--- src/rtl/param_beacon.sv ---
// param_beacon: streams a framed dump of its elaborated parameters; header registered one cycle after start.
// Words hold until accepted under backpressure; PARAM_BEACON_CKSUM_EN appends an XOR checksum word.
module param_beacon #(
  parameter int W      = 9,
  parameter int X      = 9,
  parameter int Y      = 9,
  parameter int Z      = 9,
  parameter int DATA_W = 32,
  parameter int ID     = 0,
  parameter int REPEAT = 0,
  parameter int GAP    = 4
) (
  input  logic              clk,
  input  logic              rst_n,
  input  logic              start,
  input  logic              abort,
  output logic              out_valid,
  input  logic              out_ready,
  output logic [DATA_W-1:0] out_data,
  output logic              out_last,
  output logic              busy,
  output logic [7:0]        frame_cnt
);
  typedef logic [X-1:0] probe_x_t;
  typedef logic [Z-1:0] probe_z_t;
  typedef enum logic [1:0] {S_IDLE, S_SEND, S_GAP} state_t;

`ifdef PARAM_BEACON_CKSUM_EN
  localparam int NWORDS = 6;
`else
  localparam int NWORDS = 5;
`endif
  localparam logic [2:0]  LAST_IDX = 3'(NWORDS - 1);
  localparam logic [7:0]  Y8       = Y[7:0];
  localparam logic [63:0] HDR64    = {40'd0, 8'hA5, 8'(ID), 8'(NWORDS)};

  localparam logic [DATA_W-1:0] C_HDR = DATA_W'(HDR64);
  localparam logic [DATA_W-1:0] C_W   = DATA_W'(64'(W));
  localparam logic [DATA_W-1:0] C_X   = DATA_W'(64'($bits(probe_x_t)));
  localparam logic [DATA_W-1:0] C_Y   = DATA_W'(Y8);
  localparam logic [DATA_W-1:0] C_Z   = DATA_W'(64'($bits(probe_z_t)));
`ifdef PARAM_BEACON_CKSUM_EN
  // All words are elaboration constants, so the checksum folds to a constant too.
  localparam logic [DATA_W-1:0] C_SUM = C_HDR ^ C_W ^ C_X ^ C_Y ^ C_Z;
`endif

  function automatic logic [DATA_W-1:0] word_at(input logic [2:0] idx);
    case (idx)
      3'd0:    word_at = C_HDR;
      3'd1:    word_at = C_W;
      3'd2:    word_at = C_X;
      3'd3:    word_at = C_Y;
      3'd4:    word_at = C_Z;
`ifdef PARAM_BEACON_CKSUM_EN
      3'd5:    word_at = C_SUM;
`endif
      default: word_at = '0;
    endcase
  endfunction

  state_t            r_state;
  logic [2:0]        r_idx;
  logic [7:0]        r_gap_cnt;
  logic              r_abort_pend;
  logic              r_valid;
  logic [DATA_W-1:0] r_data;
  logic              r_last;
  logic              r_busy;
  logic [7:0]        r_frame_cnt;

  logic w_hs;
  logic w_abort;
  assign w_hs    = r_valid & out_ready;
  assign w_abort = abort | r_abort_pend;

  always_ff @(posedge clk or negedge rst_n) begin
    if (!rst_n) begin
      r_state      <= S_IDLE;
      r_idx        <= '0;
      r_gap_cnt    <= '0;
      r_abort_pend <= 1'b0;
      r_valid      <= 1'b0;
      r_data       <= '0;
      r_last       <= 1'b0;
      r_busy       <= 1'b0;
      r_frame_cnt  <= '0;
    end else begin
      case (r_state)
        S_IDLE: begin
          r_abort_pend <= 1'b0;
          if (start && !abort) begin
            r_state <= S_SEND;
            r_idx   <= 3'd0;
            r_valid <= 1'b1;
            r_data  <= word_at(3'd0);
            r_last  <= 1'b0;
            r_busy  <= 1'b1;
          end
        end
        S_SEND: begin
          if (abort) r_abort_pend <= 1'b1;
          if (w_hs) begin
            if (r_idx == LAST_IDX) begin
              r_frame_cnt <= r_frame_cnt + 8'd1;
              if (w_abort || REPEAT == 0) begin
                r_state      <= S_IDLE;
                r_valid      <= 1'b0;
                r_last       <= 1'b0;
                r_busy       <= 1'b0;
                r_abort_pend <= 1'b0;
              end else if (GAP == 0) begin
                r_idx  <= 3'd0;
                r_data <= word_at(3'd0);
                r_last <= 1'b0;
              end else begin
                r_state   <= S_GAP;
                r_valid   <= 1'b0;
                r_last    <= 1'b0;
                r_gap_cnt <= 8'd0;
              end
            end else if (w_abort) begin
              // Aborted frame: the accepted word was the last one sent, no count.
              r_state      <= S_IDLE;
              r_valid      <= 1'b0;
              r_last       <= 1'b0;
              r_busy       <= 1'b0;
              r_abort_pend <= 1'b0;
            end else begin
              r_idx  <= r_idx + 3'd1;
              r_data <= word_at(r_idx + 3'd1);
              r_last <= ((r_idx + 3'd1) == LAST_IDX);
            end
          end
        end
        S_GAP: begin
          if (w_abort) begin
            r_state      <= S_IDLE;
            r_busy       <= 1'b0;
            r_abort_pend <= 1'b0;
          end else if (r_gap_cnt == 8'(GAP - 1)) begin
            r_state <= S_SEND;
            r_idx   <= 3'd0;
            r_valid <= 1'b1;
            r_data  <= word_at(3'd0);
            r_last  <= 1'b0;
          end else begin
            r_gap_cnt <= r_gap_cnt + 8'd1;
          end
        end
        default: r_state <= S_IDLE;
      endcase
    end
  end

  assign out_valid = r_valid;
  assign out_data  = r_data;
  assign out_last  = r_last;
  assign busy      = r_busy;
  assign frame_cnt = r_frame_cnt;
endmodule
--- config.mk ---
export PLATFORM = sky130hd
export DESIGN_NAME = param_beacon
export DESIGN_NICKNAME = d
export VERILOG_FILES = /design/src/rtl/param_beacon.sv
export SDC_FILE = /design/constraint.sdc
export NUM_CORES = 1
export LEC_CHECK = 0
export CORE_ASPECT_RATIO = 1.75
export CORE_MARGIN = 2
export CORE_UTILIZATION = 42
export DETAILED_ROUTE_END_ITERATION = 8
export PLACE_DENSITY_LB_ADDON = 0.12
export SETUP_SLACK_MARGIN = 0.02
export SLEW_MARGIN = 20
export SYNTH_ARGS = -nofsm -noshare
export SYNTH_HDL_FRONTEND = slang
export SYNTH_SLANG_ARGS = --single-unit
--- constraint.sdc ---
create_clock -name clk -period 2 [get_ports clk]
set_input_delay 0.3 -clock clk [delete_from_list [all_inputs] [get_ports clk]]
set_output_delay 0.3 -clock clk [all_outputs]
set_load 0.01 [all_outputs]
==> metrics.cfg <==
[run_status]
status=complete, no violations

[synth]
synthArstFlopShare=1.000
yosysWarningCount=0
ys_ff_latch=18
synth-edff-count=0
synthFlopType=dfrtp_1
synth_area_per_cell_um2=10.27
syn_inst=112
ys_seq_area_frac=0.3917
synth_cell_types=29
syn_area_mm2=0.001150

[routing]
wire_per_inst_um=13.38
drtIter0Drc=8
drc=0
dr.pass1.iters=2
highest_layer=met4
ant_nets=0
route.met3.wl_um=59
wl_met1_um=754
wirelength_um=2140
met2_length_um=1300
vias=720
via_per_inst=4.500

[timing]
hold_viol_final=0
rsz0062_at_grt=no
hold_slack_ns=0.3756
period_needed_ns=1.766
layout_setup_ws_ns=0.2344
fin_skew_ns=0.004385
fmax_ghz=0.5664
period_share=0.8828
fin_tns_setup_ns=0
setup_viol=0
slew_headroom=0.6341
tightest_slew_ns=0.5477
final_max_slew_viol_count=0

[cells_and_area]
layout.cells.most_common=conb_1
final_util=0.4969
antenna_cells=0
fin_area_mm2=0.001321
synthToLayoutAreaGrowth_pct=14.91
final_cell_mix=conb_1 (25), clkdlybuf4s50_1 (22), dfrtp_1 (18), nand2_1 (9), ha_1 (7)
final_layout_size_suffix_gt1_frac=0.08271
n_fill_cell=256
nets=147
finalNonFillerCells=160

[floorplanning]
fp-row-count=25
io_pins=48
core_area_mm2=0.002659
dieArea_mm2=0.003189
die_y_um=73.22
die_x_um=43.55
start_util=0.4325

[cts]
cts_setup_buffers=0
numCtsBuffers=3
clkTransAtPathRegs_ns=0.07
clk_path_buf_depth=2
clock_latency_ns=0.26
ctsResizeCount=0
hold_buffers=0
htreeDepth=1
tritoncts=yes
cts_sinks=18
clockRootBuffer=clkbuf_8

[grt]
antenna_found_initial=0
grt_max_degree=19
grtUsageTotal=0.1409
grt_pass1_wl_um=3325
grt_overflow=0
first_global_vias=746

[placement]
postPlaceCellArea_mm2=0.001280
numPlacedInstances=157
routabilityCongestion=0.6921
dp_hpwl_um=1719
post-place-ws_ns=0.1558
numPortBuffers=22

[worst_setup_path]
crit_path_cell_trace=ha_1 > ha_1 > or4b_1 > o21ai_0 > mux2i_1
critPathCapture=out_data[3]$_DFFE_PN0P_
crit_path_start_kind=flip-flop
arrival_ns=1.90
rr_endpoint=out_data[3]$_DFFE_PN0P_
timing.rr.start=r_idx[0]$_DFFE_PN0P_
crit_fanout=5
endpoint_kind=flip-flop
cp_common_cell=ha_1
r2r_slack_ns=0.23
rr_worst_depth=5
critPathSlowestCell=dfrtp_1
crit_type=flip-flop to flip-flop
cp_slowest_stage_delay_ns=0.42
worstPathRequired_ns=2.13
worstSetupStartpoint=r_idx[0]$_DFFE_PN0P_

[power_and_ir_drop]
vdd_drop_max_v=0.0004223
power_density_mw_per_mm2=894.9
power_leakage_nw=0.6571
power_mw=1.182

[min_path]
min_path_type=primary input to async pin

[job]
cap_violations=0

-- cell usage after synthesis, types with 2 or more instances --
| cell type | instances | area share |
|---|---|---|
| buf_4 | 29 | 0.19 |
| buf_6 | 2 | 0.020 |
| dfrtp_1 | 18 | 0.39 |
| ha_1 | 7 | 0.076 |
| inv_1 | 6 | 0.020 |
| mux2i_1 | 4 | 0.035 |
| nand2_1 | 9 | 0.029 |
| nand3_1 | 4 | 0.017 |
| nor2_1 | 5 | 0.016 |
| nor3_1 | 2 | 0.0087 |
| o21ai_0 | 3 | 0.013 |
| xnor2_1 | 2 | 0.015 |
| xor2_1 | 5 | 0.038 |
-- sequential cells by signal, indices dropped and copies added (netlist names) --
name          flops
out_data          3
out_last          1
frame_cnt         8
r_abort_pend      1
busy              1
out_valid         1
r_idx             3
-- layer usage --
layer	vias to the layer above	global-route usage
met5	-	0
met4	0	0.06061
met3	4	0.02475
met2	17	0.2745
met1	347	0.1359
li1	352	-
-- worst min path at each step --
stage                             startpoint                        to  slack (ns)  depth (start not counted)
finish                                 rst_n  frame_cnt[1]$_DFFE_PN0P_        0.38                          2
floorplan                              rst_n          busy$_DFFE_PN0P_       0.004                          0
global route                           rst_n     out_valid$_DFFE_PN0P_        0.42                          2
CTS                                    rst_n   out_data[0]$_DFFE_PN0P_        0.39                          2
global placement    frame_cnt[7]$_DFFE_PN0P_  frame_cnt[7]$_DFFE_PN0P_        0.46                          1
detailed placement  frame_cnt[7]$_DFFE_PN0P_  frame_cnt[7]$_DFFE_PN0P_        0.46                          1
-- cell families (layout without fill, tap and decap cells) --
family / count (synthesis) / count (layout) / share of synthesized area
compound gates: 8 / 8 / 0.05005
xor+xnor: 7 / 7 / 0.05332
fa+ha+maj: 7 / 7 / 0.07617
buf+inv: 38 / 35 / 0.2318
flops: 18 / 18 / 0.3917
mux: 6 / 6 / 0.05767
other cells: 1 / 25 / 0.003261
simple gates: 27 / 27 / 0.1360
-- critical path, delay by kind of cell, from the launching register on --
kind / cells / cell delay, ns
simple gates: 1 / 0.42
flops: 1 / 0.42
compound gates: 1 / 0.12
fa+ha+maj: 2 / 0.56
mux: 1 / 0.12
-- report_power, final --
| group | total [mW] | internal, mW | switching (mW) |
|---|---|---|---|
| clock network | 0.257 | 0.134 | 0.123 |
| registers | 0.492 | 0.427 | 0.0651 |
| logic | 0.433 | 0.224 | 0.209 |
| total | 1.18 | 0.786 | 0.397 |
-- layout make-up --
cell class	instances	area (µm²)	share of cell area
Timing Repair Buffer	26	250.2	0.1894
Sequential cell	18	450.4	0.3409
Multi-Input combinational cell	80	523.0	0.3958
Tap cell	27	33.78	0.02557
Clock buffer	3	41.29	0.03125
Inverter	6	22.52	0.01705
Note: power is estimated with default switching activity, not from simulation.
